## src/rtl/lc3_pipeline_ctrl_if.sv

```systemverilog
// Handshake and control bundle between the LC3 pipeline controller and its datapath.
//   master : controller side. Consumes memory handshakes, instruction words and PSR codes.
//            Drives the stage enables, branch select, memory state and bypass selects.
//   slave  : datapath side, the mirror image of master.
interface lc3_pipeline_ctrl_if;
    logic        complete_instr;
    logic        complete_data;
    logic [15:0] Imem_dout;
    logic [15:0] IR;
    logic [15:0] IR_Exec;
    logic [2:0]  psr;

    logic        enable_updatePC;
    logic        enable_fetch;
    logic        enable_decode;
    logic        enable_execute;
    logic        enable_writeback;
    logic        br_taken;
    logic [1:0]  mem_state;
    logic        bypass_alu_1;
    logic        bypass_alu_2;

    modport master (
        input  complete_instr, complete_data, Imem_dout, IR, IR_Exec, psr,
        output enable_updatePC, enable_fetch, enable_decode, enable_execute,
               enable_writeback, br_taken, mem_state, bypass_alu_1, bypass_alu_2
    );

    modport slave (
        output complete_instr, complete_data, Imem_dout, IR, IR_Exec, psr,
        input  enable_updatePC, enable_fetch, enable_decode, enable_execute,
               enable_writeback, br_taken, mem_state, bypass_alu_1, bypass_alu_2
    );
endinterface

```

## src/rtl/lc3_pipeline_ctrl.sv

```systemverilog
// LC3 pipeline control unit.
// Sequences the fetch/decode/execute/writeback stage enables. This covers pipeline fill,
// Imem wait bubbles, data-memory stalls (READ/INDIRECT/WRITE FSM) and the fixed-length
// control stall after a BR/JMP is fetched.
// Ports:
//   clk  : rising-edge clock
//   rst  : synchronous active-high reset
//   bus  : lc3_pipeline_ctrl_if.master. Inputs are the memory handshakes, Imem_dout, IR,
//          IR_Exec and psr. Outputs are the stage enables, br_taken, mem_state and the
//          ALU bypass selects.
// Parameters:
//   CTRL_STALL : cycles fetch is frozen after an accepted BR/JMP (>= 2)
// Optional feature:
//   LC3_CTRL_BYPASS_EN : when defined, builds the ALU forwarding compares. Otherwise
//                        bypass_alu_1/2 are tied to 0.
module lc3_pipeline_ctrl #(
    parameter int unsigned CTRL_STALL = 3
) (
    input logic               clk,
    input logic               rst,
    lc3_pipeline_ctrl_if.master bus
);

    localparam int unsigned CntW = $clog2(CTRL_STALL + 1);

    localparam logic [3:0] OpBr  = 4'b0000;
    localparam logic [3:0] OpAdd = 4'b0001;
    localparam logic [3:0] OpLd  = 4'b0010;
    localparam logic [3:0] OpSt  = 4'b0011;
    localparam logic [3:0] OpAnd = 4'b0101;
    localparam logic [3:0] OpLdr = 4'b0110;
    localparam logic [3:0] OpStr = 4'b0111;
    localparam logic [3:0] OpNot = 4'b1001;
    localparam logic [3:0] OpLdi = 4'b1010;
    localparam logic [3:0] OpSti = 4'b1011;
    localparam logic [3:0] OpJmp = 4'b1100;
    localparam logic [3:0] OpLea = 4'b1110;

    typedef enum logic [1:0] {
        StRead     = 2'd0,
        StIndirect = 2'd1,
        StWrite    = 2'd2,
        StIdle     = 2'd3
    } mem_state_e;

    function automatic logic is_alu_op(input logic [3:0] op);
        return (op == OpAdd) || (op == OpAnd) || (op == OpNot) || (op == OpLea);
    endfunction

    mem_state_e      mem_state_q, mem_state_d;
    logic            ind_store_q, ind_store_d;   // INDIRECT resolves to WRITE (STI)
    logic            d_v_q, d_v_d;
    logic            e_v_q, e_v_d;
    logic            w_v_q, w_v_d;
    logic [CntW-1:0] cnt_q, cnt_d;
    logic            jmp_q, jmp_d;               // pending control stall is a JMP

    logic [3:0] fetch_op;
    logic [3:0] exec_op;
    logic       mem_busy;
    logic       stall_ctrl;
    logic       fetch_acc;

    assign fetch_op   = bus.Imem_dout[15:12];
    assign exec_op    = bus.IR_Exec[15:12];
    assign mem_busy   = (mem_state_q != StIdle);
    assign stall_ctrl = (cnt_q != '0);
    // Memory stall outranks control stall, which outranks Imem wait.
    assign fetch_acc  = !mem_busy && !stall_ctrl && bus.complete_instr;

    // State register
    always_ff @(posedge clk) begin
        if (rst) begin
            mem_state_q <= StIdle;
            ind_store_q <= 1'b0;
            d_v_q       <= 1'b0;
            e_v_q       <= 1'b0;
            w_v_q       <= 1'b0;
            cnt_q       <= '0;
            jmp_q       <= 1'b0;
        end else begin
            mem_state_q <= mem_state_d;
            ind_store_q <= ind_store_d;
            d_v_q       <= d_v_d;
            e_v_q       <= e_v_d;
            w_v_q       <= w_v_d;
            cnt_q       <= cnt_d;
            jmp_q       <= jmp_d;
        end
    end

    // Memory FSM next state
    always_comb begin
        mem_state_d = mem_state_q;
        ind_store_d = ind_store_q;
        unique case (mem_state_q)
            StIdle: begin
                if (e_v_q) begin
                    case (exec_op)
                        OpLd, OpLdr: mem_state_d = StRead;
                        OpSt, OpStr: mem_state_d = StWrite;
                        OpLdi: begin
                            mem_state_d = StIndirect;
                            ind_store_d = 1'b0;
                        end
                        OpSti: begin
                            mem_state_d = StIndirect;
                            ind_store_d = 1'b1;
                        end
                        default: ;
                    endcase
                end
            end
            StIndirect: begin
                if (bus.complete_data) mem_state_d = ind_store_q ? StWrite : StRead;
            end
            StRead, StWrite: begin
                if (bus.complete_data) mem_state_d = StIdle;
            end
        endcase
    end

    // Valid bits and control-stall counter; everything is frozen during a memory stall.
    always_comb begin
        d_v_d = d_v_q;
        e_v_d = e_v_q;
        w_v_d = w_v_q;
        cnt_d = cnt_q;
        jmp_d = jmp_q;
        if (!mem_busy) begin
            d_v_d = fetch_acc;
            e_v_d = d_v_q;
            w_v_d = e_v_q;
            if (fetch_acc && ((fetch_op == OpBr) || (fetch_op == OpJmp))) begin
                cnt_d = CntW'(CTRL_STALL);
                jmp_d = (fetch_op == OpJmp);
            end else if (stall_ctrl) begin
                cnt_d = cnt_q - CntW'(1);
            end
        end
    end

    // Outputs
    logic       upd_pc, fetch_en, decode_en, execute_en, wb_en, br;
    logic [1:0] mem_state_out;

    always_comb begin
        upd_pc        = 1'b0;
        fetch_en      = 1'b0;
        decode_en     = 1'b0;
        execute_en    = 1'b0;
        wb_en         = 1'b0;
        br            = 1'b0;
        mem_state_out = StIdle;
        if (!rst) begin
            mem_state_out = mem_state_q;
            if (mem_busy) begin
                // Only a completing load result is written back.
                wb_en = (mem_state_q == StRead) && bus.complete_data;
            end else begin
                fetch_en   = !stall_ctrl;
                // Last stall cycle loads the redirect (or fall-through) PC.
                upd_pc     = stall_ctrl ? (cnt_q == CntW'(1)) : bus.complete_instr;
                decode_en  = d_v_q;
                execute_en = e_v_q;
                wb_en      = w_v_q && is_alu_op(exec_op);
                br         = (cnt_q == CntW'(1)) && (jmp_q || |(bus.IR_Exec[11:9] & bus.psr));
            end
        end
    end

    assign bus.enable_updatePC  = upd_pc;
    assign bus.enable_fetch     = fetch_en;
    assign bus.enable_decode    = decode_en;
    assign bus.enable_execute   = execute_en;
    assign bus.enable_writeback = wb_en;
    assign bus.br_taken         = br;
    assign bus.mem_state        = mem_state_out;

`ifdef LC3_CTRL_BYPASS_EN
    logic [3:0] ir_op;
    logic       byp_1, byp_2;

    assign ir_op = bus.IR[15:12];

    always_comb begin
        byp_1 = 1'b0;
        byp_2 = 1'b0;
        if (!rst && !mem_busy && e_v_q && is_alu_op(exec_op)) begin
            byp_1 = (bus.IR_Exec[11:9] == bus.IR[8:6]) &&
                    (is_alu_op(ir_op) || (ir_op == OpLdr) || (ir_op == OpStr) ||
                     (ir_op == OpJmp));
            byp_2 = (bus.IR_Exec[11:9] == bus.IR[2:0]) &&
                    ((ir_op == OpAdd) || (ir_op == OpAnd)) && !bus.IR[5];
        end
    end

    assign bus.bypass_alu_1 = byp_1;
    assign bus.bypass_alu_2 = byp_2;
`else
    assign bus.bypass_alu_1 = 1'b0;
    assign bus.bypass_alu_2 = 1'b0;
`endif

    // Instruction fields this controller does not decode.
    logic unused_bits;
    assign unused_bits = ^{bus.Imem_dout[11:0], bus.IR, bus.IR_Exec[8:0]};

endmodule
```

## src/flat_wrapper.sv

```systemverilog
// flat-port wrapper written by rule: the top's interface ports become plain ports
module lc3_pipeline_ctrl_flat 
#(
    parameter int unsigned CTRL_STALL = 3
)
  (clk, rst, bus_complete_instr, bus_complete_data, bus_Imem_dout, bus_IR, bus_IR_Exec, bus_psr, bus_enable_updatePC, bus_enable_fetch, bus_enable_decode, bus_enable_execute, bus_enable_writeback, bus_br_taken, bus_mem_state, bus_bypass_alu_1, bus_bypass_alu_2);
  lc3_pipeline_ctrl_if bus_i ();
  input logic clk;
  input logic rst;
  input wire logic [$bits(bus_i.complete_instr)-1:0] bus_complete_instr;
  input wire logic [$bits(bus_i.complete_data)-1:0] bus_complete_data;
  input wire logic [$bits(bus_i.Imem_dout)-1:0] bus_Imem_dout;
  input wire logic [$bits(bus_i.IR)-1:0] bus_IR;
  input wire logic [$bits(bus_i.IR_Exec)-1:0] bus_IR_Exec;
  input wire logic [$bits(bus_i.psr)-1:0] bus_psr;
  output wire logic [$bits(bus_i.enable_updatePC)-1:0] bus_enable_updatePC;
  output wire logic [$bits(bus_i.enable_fetch)-1:0] bus_enable_fetch;
  output wire logic [$bits(bus_i.enable_decode)-1:0] bus_enable_decode;
  output wire logic [$bits(bus_i.enable_execute)-1:0] bus_enable_execute;
  output wire logic [$bits(bus_i.enable_writeback)-1:0] bus_enable_writeback;
  output wire logic [$bits(bus_i.br_taken)-1:0] bus_br_taken;
  output wire logic [$bits(bus_i.mem_state)-1:0] bus_mem_state;
  output wire logic [$bits(bus_i.bypass_alu_1)-1:0] bus_bypass_alu_1;
  output wire logic [$bits(bus_i.bypass_alu_2)-1:0] bus_bypass_alu_2;
  assign bus_i.complete_instr = bus_complete_instr;
  assign bus_i.complete_data = bus_complete_data;
  assign bus_i.Imem_dout = bus_Imem_dout;
  assign bus_i.IR = bus_IR;
  assign bus_i.IR_Exec = bus_IR_Exec;
  assign bus_i.psr = bus_psr;
  assign bus_enable_updatePC = bus_i.enable_updatePC;
  assign bus_enable_fetch = bus_i.enable_fetch;
  assign bus_enable_decode = bus_i.enable_decode;
  assign bus_enable_execute = bus_i.enable_execute;
  assign bus_enable_writeback = bus_i.enable_writeback;
  assign bus_br_taken = bus_i.br_taken;
  assign bus_mem_state = bus_i.mem_state;
  assign bus_bypass_alu_1 = bus_i.bypass_alu_1;
  assign bus_bypass_alu_2 = bus_i.bypass_alu_2;
  lc3_pipeline_ctrl #(.CTRL_STALL(CTRL_STALL)) u_core (.clk(clk), .rst(rst), .bus(bus_i));
endmodule
```

## config.mk

```make
export PLATFORM = sky130hd
export DESIGN_NAME = lc3_pipeline_ctrl_flat
export DESIGN_NICKNAME = d
export VERILOG_FILES = /design/src/rtl/lc3_pipeline_ctrl_if.sv /design/src/rtl/lc3_pipeline_ctrl.sv /design/src/flat_wrapper.sv
export SDC_FILE = /design/constraint.sdc
export NUM_CORES = 1
export LEC_CHECK = 0
export CELL_PAD_IN_SITES_DETAIL_PLACEMENT = 1
export CELL_PAD_IN_SITES_GLOBAL_PLACEMENT = 2
export CORE_MARGIN = 2
export CORE_UTILIZATION = 12
export DETAILED_ROUTE_END_ITERATION = 10
export PLACE_DENSITY_LB_ADDON = 0.1
export SLEW_MARGIN = 25
export SYNTH_ARGS = -nofsm -noshare
export SYNTH_HDL_FRONTEND = slang
export SYNTH_SLANG_ARGS = --single-unit
```

## constraint.sdc

```tcl
create_clock -name clk -period 1.2 [get_ports clk]
set_input_delay 0.18 -clock clk [delete_from_list [all_inputs] [get_ports clk]]
set_output_delay 0.18 -clock clk [all_outputs]
set_load 0.03 [all_outputs]
```

======== Yosys cells after proc, flatten, opt, wreduce, memory -nomap -nowiden ========
Cells that the tools add are included.
Widths: inputs -> output; s select.
storage, ports and cells
  output and inout port bits .............. 10
  logic and storage cells ................. 80
  flip-flop bits (word level) ............. 9
  input bits .............................. 55
cells by class
  reductions and logical operators ........ 27
  $add $sub $neg .......................... 1
  muxes and demuxes ....................... 23
  bitwise operators ....................... 2
  equality and inequality tests ........... 20
operators by type and width
  cell                count
  $eq 4x4->1 const B  5
  $mux 2              7
  $mux 1              13
  $eq 4x3->1 const B  3
  $pmux 2 s3          2
  $eq 4x2->1 const B  2
  $reduce_or 2->1     4
  $logic_and 1x1->1   6
  $ne 2x2->1 const B  3
  $reduce_bool 2->1   3
  $logic_or 1x1->1    5
  $eq 2x1->1 const B  2
  $eq 2x2->1 const B  2
  $eq 4x1->1 const B  1
  $logic_not 4->1     1
  $ne 4x4->1 const B  1
  $reduce_and 2->1    2
  $reduce_and 4->1    1
  $and 3x3->3         1
  $reduce_and 3->1    1
  $reduce_or 3->1     1
  $logic_not 1->1     2
  $logic_not 2->1     1
  $ne 2x1->1 const B  1
  other kinds (3)     3

======== Depth between registers and ports, before layout ========
Gate-level depths: netlist (run 1).
  depth after elaboration ................. 7
  depth in mapped cells ................... 6
  depth with buffers taken out ............ 6

======== Worst setup path before layout (run 1) ========
OpenSTA, ideal clock, no wires.
  path type ............................... flip-flop to output port
  start ................................... register u_core.cnt_q[0]
  end ..................................... output port bus_enable_updatePC
  required time ........................... 1020 ps
  buffers on the path ..................... 0
  cell stages (with the launch flop) ...... 5
  arrival ................................. 1370 ps
  slack ................................... -350 ps
  cells stage by stage .................... dfxtp_1 inv_1 ha_1 mux2i_1 nor3_1
between the ends
  word-level cells in the longest chain between the ends .. 4
ends and longest elaborated chain
  element                                          RTL line                                           text
  start, declared                                  lc3_pipeline_ctrl.sv:55                            logic [CntW-1:0] cnt_q, cnt_d;
  start signal, assigned                           lc3_pipeline_ctrl.sv:87                            cnt_q <= cnt_d;
  $eq 2x1->1 or $reduce_bool 2->1 (tied branches)  lc3_pipeline_ctrl.sv:163, lc3_pipeline_ctrl.sv:67
  $mux 1 *                                         lc3_pipeline_ctrl.sv:163                           upd_pc = stall_ctrl ? (cnt_q == CntW'(1)) : bus.complete_instr;
  $mux 1 *                                         lc3_pipeline_ctrl.sv:157                           if (mem_busy) begin
  $mux 1 *                                         lc3_pipeline_ctrl.sv:155                           if (!rst) begin
  end, declared                                    flat_wrapper.sv:16                                 output wire logic [$bits(bus_i.enable_updatePC)-1:0] bus_enable_updatePC;
Mark *: on every way between the ends. The rest lies on a longest branch, timed or not.

======== Worst setup path in the final report (run 1) ========
Same ends and word-level chain as after synthesis.

==> flow_summary_export.csv, run 1 <==
group,metric,value,unit
status,status,"complete, but fails checks",
status,violations,"negative setup slack",
layout,area_growth,108.2,%
pwr,power_leakage,0.5157,nW
pwr,netSwitchingFraction,36.14,%
timing,finalHoldViolCount,0,
global_routing,gr-total-overflow,0,
layout,drive_gt1_share,55.04,%
yosys,synth_edf_count,0,
global_routing,grt_pass1_vias,828,
timing,timing.fmax,701.4,MHz
floorplanning,rows,26,
route,detailroute.wirelength.met2,1195,um
yosys,ys_seq_area_share,28.13,%
yosys,ys.flop_type,"dfxtp_1",
timing,rsz0062_at_grt,"true",
route,route.met3.wl,177,um
layout,fin_nets,187,
route,post_drt_wl_per_cell,12.15,um
pwr,p_switching,0.7119,mW
timing,fin_hold_ws,0.4861,ns
floorplanning,ios,65,
layout,instances_no_fill,199,
place,port_buffers,25,
pwr,p_seq_share,20.4,%
layout,fillers,635,
global_routing,grt_max_degree,8,
route,ant_nets,0,
global_routing,antenna_found_initial,0,
clock_network,clk_path_buf_depth,2,
yosys,syn_avg_cell_area,8.109,um^2
clock_network,cts_tree,"built",
layout,multi_input_area,543.0,um^2
layout,mostFrequentLayoutCell,"buf_4",
setup_path,setup.worst_path.end_class,"primary output",
route,vias_per_cell,3.789,
yosys,synth_area,640.6,um^2
worst_hold_path,hold_path.class,"reg2reg",
floorplanning,fp.dieW,77.07,um
route,first_pass_iters,2,
global_routing,grt_pass1_wl,4043,um
route,drc,0,
clock_network,cts_num_sinks,9,
clock_network,cts_root_buffer,"clkbuf_8",
timing,final.setup.worst_slack,-0.2258,ns
pwr,p_per_area,1477,nW/um^2
yosys,synth_cell_types,36,
run,cap_viol_max_count,0,
floorplanning,start_util,12.46,%
clock_network,clock_latency,0.23,ns
layout,layout_common_cells,"buf_4 (23), clkdlybuf4s50_1 (12), buf_6 (10), nand2_1 (6)",
pwr,p_int,1.258,mW
layout,antennaDiodeCount,0,
floorplanning,design.die.area,5939,um^2
route,top_layer,"met4",
yosys,ys_seq_elements,9,
clock_network,htreeDepth,1,
layout,seq_area,190.2,um^2
timing,clock_skew,0.0002987,ns
route,vias,754,
place,post-dp-hpwl,1892,um
route,drtIter0Drc,3,
place,gp_congestion,0.6961,
pwr,ir_drop,0.3775,mV
pwr,clkPwrFrac,18.4,%
yosys,yosys_warnings,0,
place,dp_slack,-0.4174,ns
timing,fin_crit_sh,118.8,%
floorplanning,core_area,5140,um^2
yosys,synth.area.top_cells,"dfxtp_1 (28%), a21oi_1 (7.8%), nand2_1 (4.1%)",
global_routing,grtUsageTotal,8.577,%
yosys,synth_top_area_share,28.13,%
setup_path,cp-start-kind,"flip-flop",
timing,setup_viol,12,
setup_path,worstPathArrival,1.25,ns
pwr,power,1.970,mW
clock_network,numCtsBuffers,3,
yosys,ys_async_sr_fraction,0,%
route,wirelength,2417,um
clock_network,clk_pin_slew,0.05,ns
pwr,power_frac_comb,61.2,%
timing,maxSlewViolCount,0,
setup_path,path_class,"reg2out",
floorplanning,die_h,77.07,um
route,wl_met1,1024,um
yosys,yosysTopAreaCell,"dfxtp_1",
yosys,synth_cells,79,
place,dpl.cell_count,191,
timing,fin_crit,1.426,ns
setup_path,cp_max_fo,3,
setup_path,worstPathRequired,1.02,ns
==> cell type report <==
class | instances | area share, %
multi-input cells | 62 | 40.71
flip-flops and latches | 9 | 14.26
inverters | 4 | 1.313
repair buffers | 50 | 33.77
well taps | 70 | 6.567
clock buffers | 4 | 3.377
==> worst paths after layout <==
kind                         from                   to  slack (ns)  cells past startpoint
setup / recovery  u_core.cnt_q[0]  bus_enable_updatePC       -0.23                      5
hold / removal       u_core.w_v_q         u_core.w_v_q        0.49                      2
setup reg to reg  u_core.cnt_q[0]      u_core.cnt_q[1]       -0.18                      7
hold reg to reg      u_core.w_v_q         u_core.w_v_q        0.49                      2
==> registers in the layout, summed over array words and instances, names as in the netlist <==
register and count:
u_core.cnt_q 2, u_core.w_v_q 1, u_core.d_v_q 1, u_core.e_v_q 1
u_core.jmp_q 1, u_core.mem_state_q 2, u_core.ind_store_q 1
==> synth_stat cells, drive strengths merged (3+ instances only) <==
| library cell | instances |
|---|---|
| a21oi | 10 |
| nor2 | 7 |
| nand2 | 8 |
| buf | 4 |
| nor3 | 3 |
| dfxtp | 9 |
| inv | 4 |
| and2 | 4 |
==> per-stage QoR <==
step	setup TNS (ns)	cell area (um^2)	util [%]
3_5_place_dp	-3.578	1121	21.81
4_1_cts	-1.566	1304	25.37
3_3_place_gp	-3.631	1121	21.81
5_1_grt	-2.149	1334	25.95
6_report	-1.405	1334	25.95
2_1_floorplan	0	686.9	-
==> power groups by stage <==
stage          sequential [mW]  combinational (mW)  clock [mW]
3_5_place_dp             0.397               0.966           0
2_1_floorplan            0.390               0.610           0
3_3_place_gp             0.395               0.957           0
4_1_cts                  0.396                1.20       0.387
6_report                 0.402                1.21       0.361
5_1_grt                  0.411                1.30       0.406
==> critical path: stages, from the launching register on <==
cell,delay [ns]
dfxtp_2,0.34
inv_2,0.05
ha_4,0.17
mux2i_4,0.18
nor3_4,0.13
buf_6,0.15
==> layer usage <==
metal,up-vias,global-route usage [%]
met2,24,14.74
met4,0,3.750
li1,376,-
met1,352,9.865
met3,2,2.471
met5,-,0
==> what timing repair did <==
item                       4_1_cts  5_1_grt
gates resized for setup         37        7
gates cloned                     0        0
pin swaps                       11        8
hold buffers                     0        0
setup endpoints to repair       14       15
buffers inserted                 6        0
==> cell families (layout without fill, tap and decap cells) <==
kind of cell	Yosys count	count (layout)	share of synthesized area (%)
buf+inv	9	58	8.787
fa+ha+maj	2	2	3.906
xor+xnor	2	2	2.735
simple gates	31	31	26.76
mux	2	2	3.320
other cells	1	2	0.5854
compound gates	23	23	25.78
flops	9	9	28.12
Note: power is estimated with default switching activity, not from simulation.
==> run 2: changes to the inputs <==
CTS_CLUSTER_SIZE = 12   (was default)
HOLD_SLACK_MARGIN = 0.02   (was default)
==> results of run 2 <==
The final DEF is identical to that of run 1; final timing and power are the same.
